--- config.mk ---
export PLATFORM = sky130hd
export DESIGN_NAME = clk_div_prog
export DESIGN_NICKNAME = d
export VERILOG_FILES = /design/src/rtl/clk_div_prog.sv
export SDC_FILE = /design/constraint.sdc
export NUM_CORES = 1
export LEC_CHECK = 0
export CAP_MARGIN = 30
export CORE_UTILIZATION = 45
export CTS_BUF_LIST = sky130_fd_sc_hd__clkbuf_8
export CTS_CLUSTER_SIZE = 40
export DETAILED_ROUTE_END_ITERATION = 10
export HOLD_SLACK_MARGIN = 0.05
export PLACE_DENSITY_LB_ADDON = 0.05
export SYNTH_ARGS = -nofsm -noshare
export SYNTH_HDL_FRONTEND = slang
export SYNTH_SLANG_ARGS = --single-unit
export TNS_END_PERCENT = 20
--- constraint.sdc ---
create_clock -name clk -period 21.2 [get_ports clk]
set_input_delay 4.24 -clock clk [delete_from_list [all_inputs] [get_ports clk]]
set_output_delay 4.24 -clock clk [all_outputs]
set_load 0.1 [all_outputs]
--- src/rtl/clk_div_prog.sv ---
// Programmable clock divider. Emits a tick every N enabled cycles, plus a near-50% clkout
// and a modulo tick counter with carry. A new ratio is staged and only takes effect at a period boundary.
module clk_div_prog #(
  parameter int WIDTH       = 27,
  parameter int DEFAULT_DIV = 100000000,
  parameter int TICK_MOD    = 60,
  localparam int CNT_W      = (TICK_MOD > 2) ? $clog2(TICK_MOD) : 1
) (
  input  logic             clk,
  input  logic             rst,
  input  logic             en,
  input  logic             sync_clr,
  input  logic             div_wr,
  input  logic [WIDTH-1:0] div_val,
  output logic             div_ack,
  output logic             tick,
  output logic             clkout,
  output logic [CNT_W-1:0] tick_cnt,
  output logic             carry
);

  logic [WIDTH-1:0] cnt, cnt_n;
  logic [WIDTH-1:0] div_q, div_n;
  logic [WIDTH-1:0] pend_val, pend_val_n;
  logic             pend, pend_n;
  logic [CNT_W-1:0] tick_cnt_n;
  logic             tick_n, carry_n, div_ack_n, clkout_n;
  logic             wrap;

  assign wrap = en && !sync_clr && (cnt == div_q - WIDTH'(1));

  always_comb begin
    cnt_n      = cnt;
    div_n      = div_q;
    pend_n     = pend;
    pend_val_n = pend_val;
    tick_cnt_n = tick_cnt;
    tick_n     = 1'b0;
    carry_n    = 1'b0;
    div_ack_n  = 1'b0;

    if (sync_clr) begin
      cnt_n      = '0;
      tick_cnt_n = '0;
      if (pend) begin
        div_n     = pend_val;
        pend_n    = 1'b0;
        div_ack_n = 1'b1;
      end
    end else if (en) begin
      if (wrap) begin
        cnt_n  = '0;
        tick_n = 1'b1;
        if (tick_cnt == CNT_W'(TICK_MOD - 1)) begin
          tick_cnt_n = '0;
          carry_n    = 1'b1;
        end else begin
          tick_cnt_n = tick_cnt + CNT_W'(1);
        end
        if (pend) begin
          div_n     = pend_val;
          pend_n    = 1'b0;
          div_ack_n = 1'b1;
        end
      end else begin
        cnt_n = cnt + WIDTH'(1);
      end
    end

    // A write in the same cycle as an apply is staged for the following boundary.
    if (div_wr) begin
      pend_val_n = (div_val < WIDTH'(2)) ? WIDTH'(2) : div_val;
      pend_n     = 1'b1;
    end

    clkout_n = (cnt_n < (div_n - (div_n >> 1)));
  end

  always_ff @(posedge clk or posedge rst) begin
    if (rst) begin
      cnt      <= '0;
      div_q    <= WIDTH'(DEFAULT_DIV);
      pend     <= 1'b0;
      pend_val <= '0;
      tick     <= 1'b0;
      carry    <= 1'b0;
      div_ack  <= 1'b0;
      clkout   <= 1'b1;
      tick_cnt <= '0;
    end else begin
      cnt      <= cnt_n;
      div_q    <= div_n;
      pend     <= pend_n;
      pend_val <= pend_val_n;
      tick     <= tick_n;
      carry    <= carry_n;
      div_ack  <= div_ack_n;
      clkout   <= clkout_n;
      tick_cnt <= tick_cnt_n;
    end
  end

endmodule

==> results of run 1 <==
==> placed cells by master, fill, tap and decap left out, drive strengths merged, types with 21 or more instances in the layout <==
master         synthesis  routed
o21ai                 32      32
inv                   45      48
ha                    51      51
xor2                  45      45
nand2b                22      22
nand3                 23      23
nand4                 23      23
clkdlybuf4s50          0      41
nor2                  67      67
dfrtp                 79      79
a21oi                 45      45
mux2                  45      45
nand2                 40      40
xnor2                 37      37
a21o                  21      21
==> layout make-up <==
cell class,count,area [µm²]
sequential,92,2320
fill,1548,7840
multi-input combinational,645,4700
timing repair buffer,45,440
clock buffer,11,151
inverter,45,171
clock inverter,5,46.3
tap,216,270
==> worst reg2reg max path: cells and delay by family, from the launching register on <==
family,cells,cell delay [ps]
compound gates,17,3370
mux,1,370
xor+xnor,1,170
fa+ha+maj,3,910
simple gates,11,2430
flops,1,470
buf+inv,2,570
==> worst min path at each step <==
stage	startpoint	to	depth (start not counted)
final	pend_val[15]	pend_val[15]	1
after global routing	pend_val[23]	pend_val[23]	1
after CTS	pend_val[22]	pend_val[22]	1
after detailed placement	pend_val[22]	pend_val[22]	1
after global placement	pend_val[25]	pend_val[25]	1
after floorplan	pend_val[1]	pend_val[1]	1
==> power by group through the flow <==
stage               logic [W]  registers (W)  clock network, W
CTS                  0.000315       0.000222          0.000126
finish               0.000315       0.000223          0.000121
global placement     0.000305       0.000225                 0
floorplan            0.000248       0.000209                 0
detailed placement   0.000313       0.000225                 0
global route         0.000350       0.000225          0.000132
==> stage by stage <==
step | area (µm²) | hold WS [ps] | worst slack (ps) | utilization [%]
final | 8100 | 513 | 10040 | 50.8
after global placement | 7900 | 492 | 9910 | 49.6
after floorplan | 7370 | 471 | 10720 | -
after global routing | 8100 | 534 | 9450 | 50.8
after detailed placement | 7900 | 496 | 9720 | 49.6
after CTS | 8100 | 516 | 10080 | 50.8
==> registers in the layout, indices dropped and copies added, names as in the netlist, 6 cells and up <==
| register | cells |
|---|---|
| cnt | 27 |
| div_q | 27 |
| pend_val | 27 |
| tick_cnt | 6 |
==> logic make-up (layout without fill, tap and decap cells) <==
logic type / after synthesis / count (layout) / synth area share [%]
AND/OR/NAND/NOR: 297 / 297 / 22.4
AO/OA/AOI/OAI: 152 / 152 / 13.3
flip-flops: 92 / 92 / 31.4
buffers and inverters: 84 / 106 / 4.82
XOR/XNOR: 82 / 82 / 9.74
multiplexers: 60 / 60 / 9.13
adder cells (fa/ha/maj): 54 / 54 / 9.20
==> layer usage <==
metal	global-route usage (%)	part of all wire [%]	routed length [µm]	vias to the layer above
li1	-	-	-	2992
met1	34.7	50	9570	3027
met2	35.5	43	8120	158
met3	3.90	5.3	1010	18
met4	8.21	1.8	343	0
met5	0	0	0	-
==> impl_metrics.env, run 1 <==
export IMPL_yosysTopAreaCell="dfrtp_1"
export IMPL_gp_congestion=0.867
export IMPL_dieArea_um2=16900
export IMPL_slew_violations=0
export IMPL_power_w=0.000659
export IMPL_num_vias=6195
export IMPL_final_setup_tns_ps=0
export IMPL_ios=42
export IMPL_cts_htree_levels=3
export IMPL_dp_cells=1043
export IMPL_power_density_nw_per_um2=81.3
export IMPL_avgSynthCellArea_um2=8.98
export IMPL_yosysTopAreaCellShare_pct=26.8
export IMPL_worst_r2r_path_depth=35
export IMPL_grt_pass1_wl_um=30300
export IMPL_pwr_share_clk_pct=18.3
export IMPL_syn_inst=821
export IMPL_crit_type="input port to flop"
export IMPL_synth_common_cells="dfrtp_1, nor2_1, ha_1"
export IMPL_clk_pin_slew_ps=90
export IMPL_area_growth_syn_to_layout_pct=9.84
export IMPL_setup_viol=0
export IMPL_hold_class="flop to flop"
export IMPL_syn_area_um2=7370
export IMPL_antenna_found_initial=0
export IMPL_synth_edf_count=0
export IMPL_grt_ovfl_total=0
export IMPL_worstPathArrival_ps=11440
export IMPL_cp_required_ps=21480
export IMPL_cts_made_buffers=9
export IMPL_post_cts_resized=0
export IMPL_wirelength_um=19000
export IMPL_cts_tree="done"
export IMPL_start_kind="input port"
export IMPL_yosysWarningCount=0
export IMPL_min_period_ps=11160
export IMPL_core_area_um2=15900
export IMPL_layout_cells_non_filler=1059
export IMPL_ys_seq_elements=92
export IMPL_first_pass_iters=5
export IMPL_finalCritPeriodShare_pct=52.7
export IMPL_cts_setup_buffers=0
export IMPL_syn_num_nets=905
export IMPL_netlist_top_cells_area="dfrtp_1, ha_1, mux2_2, xor2_1, dfstp_2"
export IMPL_reg2reg_slack_ps=12820
export IMPL_path_max_fanout=40
export IMPL_setup_worst_path_end="clkout"
export IMPL_pwr_share_comb_pct=47.9
export IMPL_seqPwrFrac_pct=33.8
export IMPL_hold_violations=0
export IMPL_reg2reg_from="div_q[0]"
export IMPL_wl_per_cell_um=18.0
export IMPL_fmax_mhz=89.6
export IMPL_place_hpwl_um=15200
export IMPL_clk_path_buf_depth=2
export IMPL_status="finished, final reports clean"
export IMPL_cts_sinks=92
export IMPL_ir_drop_uv=38.7
export IMPL_drc_errors=0
export IMPL_cpPeakStageDelay_ps=640
export IMPL_drive_above_1_share_pct=11.4
export IMPL_path_common_cell="a21o_1"
export IMPL_p_leak_nw=3.53
export IMPL_p_switching_w=0.000270
export IMPL_end_kind="flop"
export IMPL_relSlewSlack_pct=35.3
export IMPL_worstMarginPinSlew_ps=968
export IMPL_crit_family="compound AO/OA/AOI/OAI gates"
export IMPL_critPathLaunch="sync_clr"
export IMPL_critPathSlowestCell="clkdlybuf4s50_1"
export IMPL_drv_cap=0
export IMPL_clkLatencyLatePin_ps=370
export IMPL_grt_usage_pct=23.8
export IMPL_die_w_um=130
export IMPL_drtIter0Drc=513
export IMPL_skew_ps=12.4
export IMPL_path_depth=31
export IMPL_swShare_pct=41.0
export IMPL_yosys_most_used_dff="dfrtp_1"
export IMPL_num_rows=46
export IMPL_finalNetCount=922
export IMPL_ant_nets=0
export IMPL_yosysMostFrequentCell="dfrtp_1"
export IMPL_rsz0062_at_grt="no"
export IMPL_postCtsHoldBufs=0
export IMPL_vias_per_cell=5.85
export IMPL_chipHeight_um=130
export IMPL_internal_power_w=0.000389
export IMPL_diodes=0
export IMPL_crit_buf_inv=3
export IMPL_seq_area_frac_synth_pct=31.4
export IMPL_r2r_end="clkout"
export IMPL_start_util_pct=46.2
export IMPL_ys_async_sr_fraction_pct=100
export IMPL_synth_cell_types=70
export IMPL_grt_max_degree=49
export IMPL_cts_root_buffer="clkbuf_8"
export IMPL_placement_io_buffers=41
export IMPL_grt_pass1_vias=5778
Power figures use the tool's default switching activity.
==> inputs of run 2 (changes only) <==
==> constraint.sdc (replaced) <==
create_clock -name clk -period 10.56 [get_ports clk]
set_input_delay 2.112 -clock clk [delete_from_list [all_inputs] [get_ports clk]]
set_output_delay 2.112 -clock clk [all_outputs]
set_load 0.1 [all_outputs]
==> impl_metrics.env, run 2 (synthesized netlist as in run 1, its figures left out) <==
export IMPL_status="finished, final reports clean"
export IMPL_slew_violations=0
export IMPL_dp_cells=1043
export IMPL_reg2reg_from="div_q[0]"
export IMPL_clk_path_buf_depth=2
export IMPL_reg2reg_slack_ps=2210
export IMPL_rsz0062_at_grt="no"
export IMPL_chipHeight_um=130
export IMPL_first_pass_iters=6
export IMPL_clk_pin_slew_ps=90
export IMPL_area_growth_syn_to_layout_pct=10.2
export IMPL_end_kind="flop"
export IMPL_dieArea_um2=16900
export IMPL_relSlewSlack_pct=35.3
export IMPL_cp_required_ps=10850
export IMPL_core_area_um2=15900
export IMPL_worstMarginPinSlew_ps=967
export IMPL_layout_commonest_cell="dfrtp_1"
export IMPL_drc_errors=0
export IMPL_hold_violations=0
export IMPL_drive_above_1_share_pct=11.7
export IMPL_grt_usage_pct=24.0
export IMPL_power_density_nw_per_um2=166
export IMPL_hp_start="pend_val[15]"
export IMPL_cts_htree_levels=3
export IMPL_gp_congestion=0.867
export IMPL_path_max_fanout=40
export IMPL_setup_viol=0
export IMPL_grt_busiest_layer="met2"
export IMPL_hold_class="flop to flop"
export IMPL_start_util_pct=46.2
export IMPL_diodes=0
export IMPL_crit_type="input port to flop"
export IMPL_finalCritPeriodShare_pct=85.5
export IMPL_reg_top3="cnt x27, div_q x27, pend_val x27"
export IMPL_start_kind="input port"
export IMPL_min_path_cells=1
export IMPL_cts_root_buffer="clkbuf_8"
export IMPL_drtIter0Drc=541
export IMPL_ant_nets=0
export IMPL_skew_ps=9.11
export IMPL_p_leak_nw=3.53
export IMPL_design_area_um2=8120
export IMPL_worstPathArrival_ps=9320
export IMPL_cts_sinks=92
export IMPL_grt_ovfl_total=0
export IMPL_place_hpwl_um=15200
export IMPL_ir_drop_uv=76.6
export IMPL_fmax_mhz=111
export IMPL_use_met3_pct=4.55
export IMPL_final_setup_tns_ps=0
export IMPL_post_cts_resized=0
export IMPL_placement_io_buffers=41
export IMPL_min_period_ps=9030
export IMPL_drv_cap=0
export IMPL_r2r_end="clkout"
export IMPL_wirelength_um=19200
export IMPL_grt_max_degree=49
export IMPL_placed_area_um2=7900
export IMPL_antenna_found_initial=0
export IMPL_wl_per_cell_um=18.1
export IMPL_layout_common_cells="dfrtp_1, nor2_1, ha_1, xor2_1, a21oi_1"
export IMPL_cts_tree="done"
export IMPL_whs_endpoint="pend_val[15]"
export IMPL_clkLatencyLatePin_ps=380
export IMPL_grtUsageMet2_pct=35.7
export IMPL_finalNetCount=922
export IMPL_cts_made_buffers=9
export IMPL_worst_r2r_path_depth=35
export IMPL_grt_pass1_vias=5814
export IMPL_critPathSlowestCell="clkdlybuf4s50_1"
export IMPL_num_vias=6164
export IMPL_vias_per_cell=5.82
export IMPL_postCtsHoldBufs=0
export IMPL_grt_pass1_wl_um=30600
export IMPL_use_met1_pct=35.4
export IMPL_cts_setup_buffers=0
export IMPL_ios=42
export IMPL_path_common_cell="a21oi_1"
export IMPL_cpPeakStageDelay_ps=650
export IMPL_die_w_um=130
export IMPL_power_w=0.00135
export IMPL_layout_cells_non_filler=1059
export IMPL_num_rows=46
run 2: cell types whose count changed in the layout (fill, tap and decap cells not counted), sizes merged:
cell	before	now
clkinvlp	0	1
inv	48	45
clkbuf	11	13
run 2: power by group:
group / switching (W) / internal [W]
combinational: 0.000363 / 0.000271
sequential: 0.0000569 / 0.000390
clock: 0.000130 / 0.000135
total: 0.000550 / 0.000796
run 2: area by class of cell:
cell class	count	area, µm²
clock inverter	3	42.5
clock buffer	13	179
multi-input combinational	645	4700
fill	1534	7820
timing repair buffer	45	440
inverter	45	171
sequential	92	2320
tap	216	270
run 2: how the worst max path moves through the flow:
| stage | cells past startpoint | from | end |
|---|---|---|---|
| after detailed placement | 35 | sync_clr | clkout |
| after global placement | 35 | sync_clr | clkout |
| after global routing | 35 | sync_clr | clkout |
| after floorplan | 36 | sync_clr | clkout |
| final | 35 | sync_clr | clkout |
| after CTS | 31 | sync_clr | clkout |
run 2: per-stage QoR:
stage	hold WS, ps	setup slack (ps)	utilization (%)
3_5_place_dp	499	1200	49.6
4_1_cts	519	1580	50.9
5_1_grt	534	900	50.9
2_1_floorplan	471	2210	-
3_3_place_gp	492	1400	49.6
6_report	515	1530	50.9
run 2: worst max-delay path: cells and delay by family:
family | cells | cell delay (ps)
buffers and inverters | 3 | 1060
AND/OR/NAND/NOR | 12 | 2100
XOR/XNOR | 1 | 160
adder cells (fa/ha/maj) | 3 | 910
AO/OA/AOI/OAI | 15 | 2650
multiplexers | 1 | 310
run 2: layer usage:
layer,vias up,wire [µm]
met2,171,8210
met4,0,255
met5,-,0
met3,16,1050
li1,2989,-
met1,2988,9680
